[config.mk]
export PLATFORM = sky130hd
export DESIGN_NAME = cdc_handshake_receiver_flat
export DESIGN_NICKNAME = d
export VERILOG_FILES = /design/src/rtl/cdc_handshake_receiver_pkg.sv /design/src/rtl/cdc_handshake_receiver_if.sv /design/src/rtl/cdc_sync_ff.sv /design/src/rtl/cdc_handshake_receiver.sv /design/src/flat_wrapper.sv
export SDC_FILE = /design/constraint.sdc
export NUM_CORES = 1
export LEC_CHECK = 0
export CAP_MARGIN = 5
export CORE_UTILIZATION = 32
export CTS_BUF_LIST = sky130_fd_sc_hd__clkbuf_4 sky130_fd_sc_hd__clkbuf_8
export CTS_CLUSTER_DIAMETER = 80
export DETAILED_ROUTE_END_ITERATION = 12
export PLACE_DENSITY = 0.67
export SLEW_MARGIN = 20
export SYNTH_ARGS = -nofsm -noshare
export SYNTH_HDL_FRONTEND = slang
export SYNTH_SLANG_ARGS = --single-unit
[constraint.sdc]
create_clock -name i_clk -period 1.5 [get_ports i_clk]
set_input_delay 0.375 -clock i_clk [delete_from_list [all_inputs] [get_ports i_clk]]
set_output_delay 0.375 -clock i_clk [all_outputs]
set_load 0.02 [all_outputs]
[src/rtl/cdc_handshake_receiver_pkg.sv]
// Shared types for the toggle-handshake receiver.
// The receiver either waits for a request (IDLE) or holds a captured word (HOLD).
package cdc_handshake_receiver_pkg;

  typedef enum logic {
    IDLE = 1'b0,
    HOLD = 1'b1
  } state_t;

endpackage

[src/rtl/cdc_handshake_receiver_if.sv]
// Source-side toggle handshake: request toggle and held data go forward, ack toggle comes back.
// The master modport belongs to the sender; the slave modport belongs to the receiver.
interface cdc_handshake_receiver_if #(
  parameter int WIDTH = 8
);

  logic             req_tgl;
  logic [WIDTH-1:0] dat;
  logic             ack_tgl;

  modport master (
    output req_tgl,
    output dat,
    input  ack_tgl
  );

  modport slave (
    input  req_tgl,
    input  dat,
    output ack_tgl
  );

endinterface

[src/rtl/cdc_sync_ff.sv]
// Multi-flop bit synchroniser for a single asynchronous level/toggle input.
// All stages reset to 0 asynchronously; the output is the last stage.
module cdc_sync_ff #(
  parameter int SYNC_STAGES = 2
) (
  input  logic i_clk,
  input  logic i_rst_n,
  input  logic i_d,
  output logic o_q
);

  logic [SYNC_STAGES-1:0] r_chain;

  always_ff @(posedge i_clk or negedge i_rst_n) begin
    if (!i_rst_n) begin
      r_chain <= '0;
    end else begin
      r_chain <= {r_chain[SYNC_STAGES-2:0], i_d};
    end
  end

  assign o_q = r_chain[SYNC_STAGES-1];

endmodule

[src/rtl/cdc_handshake_receiver.sv]
// Destination end of a toggle req/ack handshake: synchronises the request toggle,
// captures the held source word, and presents it on a valid/ready port.
module cdc_handshake_receiver
  import cdc_handshake_receiver_pkg::*;
#(
  parameter int WIDTH       = 8,
  parameter int SYNC_STAGES = 2,
  parameter int CNT_W       = 16
) (
  input  logic                     i_clk,
  input  logic                     i_rst_n,
  cdc_handshake_receiver_if.slave  src_if,
  output logic                     o_valid,
  input  logic                     i_ready,
  output logic [WIDTH-1:0]         o_dat,
  output logic                     o_overrun,
  output logic [CNT_W-1:0]         o_count
);

  state_t           r_state;
  state_t           w_state_nxt;
  logic             r_req_seen;
  logic             w_req_seen_nxt;
  logic             r_ack_tgl;
  logic             w_ack_tgl_nxt;
  logic             r_valid;
  logic             w_valid_nxt;
  logic [WIDTH-1:0] r_dat;
  logic [WIDTH-1:0] w_dat_nxt;
  logic             r_overrun;
  logic             w_overrun_nxt;
  logic [CNT_W-1:0] r_count;
  logic [CNT_W-1:0] w_count_nxt;
  logic             w_req_sync;
  logic             w_new_req;

  cdc_sync_ff #(
    .SYNC_STAGES (SYNC_STAGES)
  ) u_req_sync (
    .i_clk   (i_clk),
    .i_rst_n (i_rst_n),
    .i_d     (src_if.req_tgl),
    .o_q     (w_req_sync)
  );

  // A request is outstanding whenever the synchronised toggle differs from the last one serviced.
  assign w_new_req = w_req_sync ^ r_req_seen;

  always_ff @(posedge i_clk or negedge i_rst_n) begin
    if (!i_rst_n) begin
      r_state    <= IDLE;
      r_req_seen <= 1'b0;
      r_ack_tgl  <= 1'b0;
      r_valid    <= 1'b0;
      r_dat      <= '0;
      r_overrun  <= 1'b0;
      r_count    <= '0;
    end else begin
      r_state    <= w_state_nxt;
      r_req_seen <= w_req_seen_nxt;
      r_ack_tgl  <= w_ack_tgl_nxt;
      r_valid    <= w_valid_nxt;
      r_dat      <= w_dat_nxt;
      r_overrun  <= w_overrun_nxt;
      r_count    <= w_count_nxt;
    end
  end

  always_comb begin
    w_state_nxt    = r_state;
    w_req_seen_nxt = r_req_seen;
    w_ack_tgl_nxt  = r_ack_tgl;
    w_valid_nxt    = r_valid;
    w_dat_nxt      = r_dat;
    w_overrun_nxt  = r_overrun;
    w_count_nxt    = r_count;
    unique case (r_state)
      IDLE: begin
        if (w_new_req) begin
          w_dat_nxt      = src_if.dat;
          w_req_seen_nxt = w_req_sync;
          w_valid_nxt    = 1'b1;
          w_state_nxt    = HOLD;
        end
      end
      HOLD: begin
        // An early toggle is flagged but left pending in r_req_seen so IDLE services it later.
        if (w_new_req) begin
          w_overrun_nxt = 1'b1;
        end
        if (i_ready) begin
          w_valid_nxt   = 1'b0;
          w_ack_tgl_nxt = ~r_ack_tgl;
          w_count_nxt   = r_count + CNT_W'(1);
          w_state_nxt   = IDLE;
        end
      end
      default: begin
        w_state_nxt = IDLE;
      end
    endcase
  end

  assign src_if.ack_tgl = r_ack_tgl;
  assign o_valid        = r_valid;
  assign o_dat          = r_dat;
  assign o_overrun      = r_overrun;
  assign o_count        = r_count;

endmodule

[src/flat_wrapper.sv]
// flat-port wrapper written by rule: the top's interface ports become plain ports
module cdc_handshake_receiver_flat import cdc_handshake_receiver_pkg::*;
#(
  parameter int WIDTH       = 8,
  parameter int SYNC_STAGES = 2,
  parameter int CNT_W       = 16
)
  (i_clk, i_rst_n, o_valid, i_ready, o_dat, o_overrun, o_count, src_if_req_tgl, src_if_dat, src_if_ack_tgl);
  cdc_handshake_receiver_if #(.WIDTH(WIDTH)) src_if_i ();
  input  logic i_clk;
  input  logic i_rst_n;
  output logic o_valid;
  input  logic i_ready;
  output logic [WIDTH-1:0] o_dat;
  output logic o_overrun;
  output logic [CNT_W-1:0] o_count;
  input wire logic [$bits(src_if_i.req_tgl)-1:0] src_if_req_tgl;
  input wire logic [$bits(src_if_i.dat)-1:0] src_if_dat;
  output wire logic [$bits(src_if_i.ack_tgl)-1:0] src_if_ack_tgl;
  assign src_if_i.req_tgl = src_if_req_tgl;
  assign src_if_i.dat = src_if_dat;
  assign src_if_ack_tgl = src_if_i.ack_tgl;
  cdc_handshake_receiver #(.WIDTH(WIDTH), .SYNC_STAGES(SYNC_STAGES), .CNT_W(CNT_W)) u_core (.i_clk(i_clk), .i_rst_n(i_rst_n), .src_if(src_if_i), .o_valid(o_valid), .i_ready(i_ready), .o_dat(o_dat), .o_overrun(o_overrun), .o_count(o_count));
endmodule
==> Word-level counts from Yosys, hierarchy flattened <==
Cells that the tools add are included.
{ "classes": {"bitwise": 3, "add_sub_neg": 1, "reduce_logical": 4, "muxes": 6, "n_eq_ne": 2} }
{ "ops": {"columns": ["op", "n"], "rows": [
  ["$add A16 B1 Y16 const B", 1],
  ["$reduce_and A2 Y1", 4],
  ["$mux W1", 4],
  ["$pmux W1 S2", 2],
  ["$ne A2 B1 Y1 const B", 1],
  ["$ne A2 B2 Y1 const B", 1],
  ["$not A1 Y1", 2],
  ["$xor A1 B1 Y1", 1]
]} }
{ "word_totals": {"regBits": 31, "out_inout_bits": 27, "word_cells": 24} }

==> Depth between registers and ports, before layout <==
{ "depth": {"depth_word": 3, "depth_mapped": 5, "mapped_depth_nobuf": 5} }

==> Modules after synthesis <==
Synthesis repeated with hierarchy kept, for this count alone.
{ "hier_totals": {"hier_cells": 94, "area_unflattened_um2": 1246.2} }
{ "modules_own_cells": {"columns": ["module", "area_per_inst_um2", "n_inst", "cells_each", "seq_area_each_um2"], "rows": [
  ["cdc_handshake_receiver", 1196.1, 1, 92, 725.7],
  ["cdc_sync_ff", 50.0, 1, 2, 50.0]
]} }

==> Worst setup path before layout <==
OpenSTA, ideal clock, no wires.
{ "synth_path": {"path_kind": "reg2reg", "start": "register u_core.r_count[2] (netlist: u_core.o_count[2])", "end": "register u_core.r_count[15] (netlist: u_core.o_count[15])", "path_slack_ns": 0.073, "arrival_ns": 1.299, "period_less_slack_ns": 1.427, "path_stages_with_launch": 6, "n_path_buf": 1, "setup_time_ns": 0.128, "cell_sequence": "dfrtp_1 buf_6 and4_4 and4_4 nand4_2 xnor2_1"} }
{ "synth_between": {"elab_chain_cells": 1} }
{ "synth_rtl": {"columns": ["element", "line_no", "text"], "rows": [
  ["start: declaration", "cdc_handshake_receiver.sv:32", "logic [CNT_W-1:0] r_count;"],
  ["start signal: assignment", "cdc_handshake_receiver.sv:65", "r_count <= w_count_nxt;"],
  ["$add A16 B1 Y16", "cdc_handshake_receiver.sv:94", "w_count_nxt = r_count + CNT_W'(1);"]
]} }
No other way between the ends.
A chain may end at the register's enable or synchronous reset.

==> Worst setup path in the final report <==
{ "layout_path": {"start": "register u_core.r_count[2] (netlist: u_core.o_count[2])", "end": "output port o_count[2]"} }
{ "layout_rtl": {"columns": ["element", "line_no", "text"], "rows": [
  ["end: declaration", "flat_wrapper.sv:16", "output logic [CNT_W-1:0] o_count;"]
]} }
No word-level cell between the ends.

==> flow_summary.json <==
{
  "gr-usage-met3_pct": 5.89,
  "track_usage_pct": 13.7,
  "timing.rr.end": "u_core.o_count[13]",
  "routabilityCongestion": 0.697,
  "post-cts-setup-buffers": 0,
  "diodes": 0,
  "routedWlPerCell_um": 12.3,
  "ant_nets": 0,
  "yosysUniqueCellTypes": 19,
  "grt_antenna_before_repair": 0,
  "cpLargestDelayFamily": "flip-flops",
  "arrival_ns": 1.06,
  "cts_tree": "done",
  "maxSlewHeadroom_pct": 81.9,
  "r2r-start": "u_core.o_count[2]",
  "setup_viol": 0,
  "clock_latency_ns": 0.28,
  "place_area_mm2": 0.00177,
  "use_met2_pct": 22.8,
  "synth_most_common_cell": "dfrtp_1",
  "path_clk_slew_ns": 0.06,
  "fin_area_mm2": 0.00186,
  "root_buffer": "clkbuf_8",
  "holdCritPathClass": "flip-flop to flip-flop",
  "hpwl_um": 1710,
  "fin_crit_sh_pct": 95.8,
  "yosys_warnings": 0,
  "finClkSkew_ns": 0.00276,
  "die_x_um": 64.4,
  "critPathCaptureType": "output pin",
  "worstPathMaxFanout": 6,
  "synth_top_cells_by_area": "dfrtp_1, xnor2_1, mux2_2",
  "grt_pass1_wl_um": 4200,
  "worst-path-buf-inv": 1,
  "area_growth_pct": 49.3,
  "power_density_mw_per_mm2": 1810,
  "grt-ovfl-total": 0,
  "fin_nets": 156,
  "min_period_ns": 1.44,
  "ys_async_sr_fraction_pct": 100,
  "ys_ff_latch": 31,
  "yosysSeqAreaShare_pct": 62.3,
  "grt_start_max_net_pins": 32,
  "dr_total_vias": 851,
  "crit_path_top_delay_cell": "dfrtp_2",
  "cp.required_ns": 1.12,
  "power.leakage_nw": 0.879,
  "synth_ff_type": "dfrtp_1",
  "worstMarginPinSlew_ns": 0.270,
  "htree_levels": 2,
  "final_max_slew_viol_count": 0,
  "avgSynthCellArea_um2": 14.0,
  "synth_top_area_cell": "dfrtp_1",
  "multiInputGateArea_um2": 450,
  "initial_core_util_pct": 33.8,
  "path_depth": 1,
  "synth_fp_nets": 102,
  "use_met1_pct": 15.6,
  "rsz0062_at_grt": "false",
  "syn_area_mm2": 0.00124,
  "ir_drop_mv": 1.13,
  "wl_um": 2360,
  "final-seq-area_um2": 777,
  "drt_iter0_drc": 2,
  "drc": 0,
  "fill_cells": 354,
  "crit_type": "flip-flop to output pin",
  "slowest_delay_ns": 0.44,
  "crit_path_end": "o_count[2]",
  "cts_inserted_buffers": 5,
  "cts_sinks": 31,
  "r2r_slack_ns": 0.08,
  "dieArea_mm2": 0.00414,
  "ctsHoldBuffers": 0,
  "report.final.hold_viol_count": 0,
  "cts_resized": 27,
  "outcome": "complete, no violations",
  "row_count": 22,
  "cts_buffer_depth": 2,
  "port_buffers": 38,
  "synth_common_cells": "dfrtp_1, xnor2_1, mux2_2, nand2_1, nand3_1",
  "top_usage_layer": "met2",
  "yosysTopAreaCellShare_pct": 62.3,
  "crit_chain": "dlygate4sd2_1",
  "fmax_ghz": 0.696,
  "grt_pass1_vias": 904,
  "drtPass1Iterations": 2,
  "r2r_cells": 5,
  "startpoint_type": "flip-flop",
  "totalPowerFinal_mw": 3.36,
  "drive_gt1_share_pct": 24.3,
  "maxCapViolations": 0,
  "pin_count": 39,
  "die_h_um": 64.4,
  "via_per_inst": 4.43,
  "startpoint": "u_core.o_count[2]",
  "coreArea_mm2": 0.00369,
  "syn_inst": 89,
  "synth_edf_count": 0
}
## worst min path at each step
stage	from	endpoint	cells after the start
after floorplan	i_rst_n	u_core.o_count[0]	0
after global placement	u_core.u_req_sync.r_chain[0]	u_core.u_req_sync.r_chain[1]	0
after detailed placement	u_core.u_req_sync.r_chain[0]	u_core.u_req_sync.r_chain[1]	0
after CTS	u_core.u_req_sync.r_chain[0]	u_core.u_req_sync.r_chain[1]	0
after global routing	u_core.u_req_sync.r_chain[0]	u_core.u_req_sync.r_chain[1]	0
final	u_core.u_req_sync.r_chain[0]	u_core.u_req_sync.r_chain[1]	0
## cells in the final DEF, fill, tap and decap left out
cell type,instances
and4_4,2
nand4_2,1
mux2_2,10
dfrtp_1,30
a21o_1,1
clkinv_2,1
nand2_1,6
and2b_1,1
bufinv_16,1
clkbuf_8,6
nand2_2,1
nand4_1,3
dlygate4sd2_1,27
nor2_1,3
nand3_1,6
nor3_4,1
dfrtp_2,1
xor2_1,2
and2_1,1
o21a_1,2
ha_1,1
buf_4,9
buf_12,2
xnor2_1,15
clkdlybuf4s50_1,11
## area by class of cell
class	count	share of cell area (%)
clock buffer	6	4.44
clock inverter	2	1.88
multi-input combinational	56	24.2
sequential	31	41.8
tap	48	3.23
timing repair buffer	49	24.4
## cell families after synthesis
family          count (synthesis)  share of synthesized area (%)
compound gates                  3                           1.81
xor+xnor                       17                           12.0
fa+ha+maj                       1                           1.00
buf+inv                         2                           1.51
flops                          31                           62.3
mux                            10                           9.05
simple gates                   25                           12.4
## sequential cells by signal, indices dropped and copies added, names as in the netlist
name and flops:
u_core.r_req_seen 1, u_core.o_overrun 1, u_core.src_if.ack_tgl 1, u_core.u_req_sync.r_chain 2, u_core.r_state 1, u_core.o_valid 1
u_core.o_dat 8, u_core.o_count 16
## metal layers
layer	vias to the layer above	wire length, um
met5	-	0
met4	0	27
met3	2	122
met1	421	1040
li1	409	-
met2	19	1170
## per-stage QoR
| stage | hold WS (ns) | worst slack (ns) | util, % | TNS [ns] | std cells |
|---|---|---|---|---|---|
| final | 0.351 | 0.0633 | 50.4 | 0 | 192 |
| after global routing | 0.367 | 0.00290 | 50.4 | 0 | 192 |
| after CTS | 0.354 | 0.0159 | 50.4 | 0 | 192 |
| after detailed placement | 0.339 | -0.198 | 48.1 | -1.34 | 184 |
| after global placement | 0.337 | -0.158 | 48.1 | -1.18 | 184 |
| after floorplan | 0.0794 | 0.0725 | - | 0 | 89 |
## where the power goes
part	leakage (nW)	internal [mW]	total (mW)	switching [mW]
clock network	0.0612	0.537	0.838	0.301
logic	0.433	0.630	1.25	0.624
registers	0.386	1.09	1.27	0.177
No activity file was read; power rests on OpenSTA's default activity.
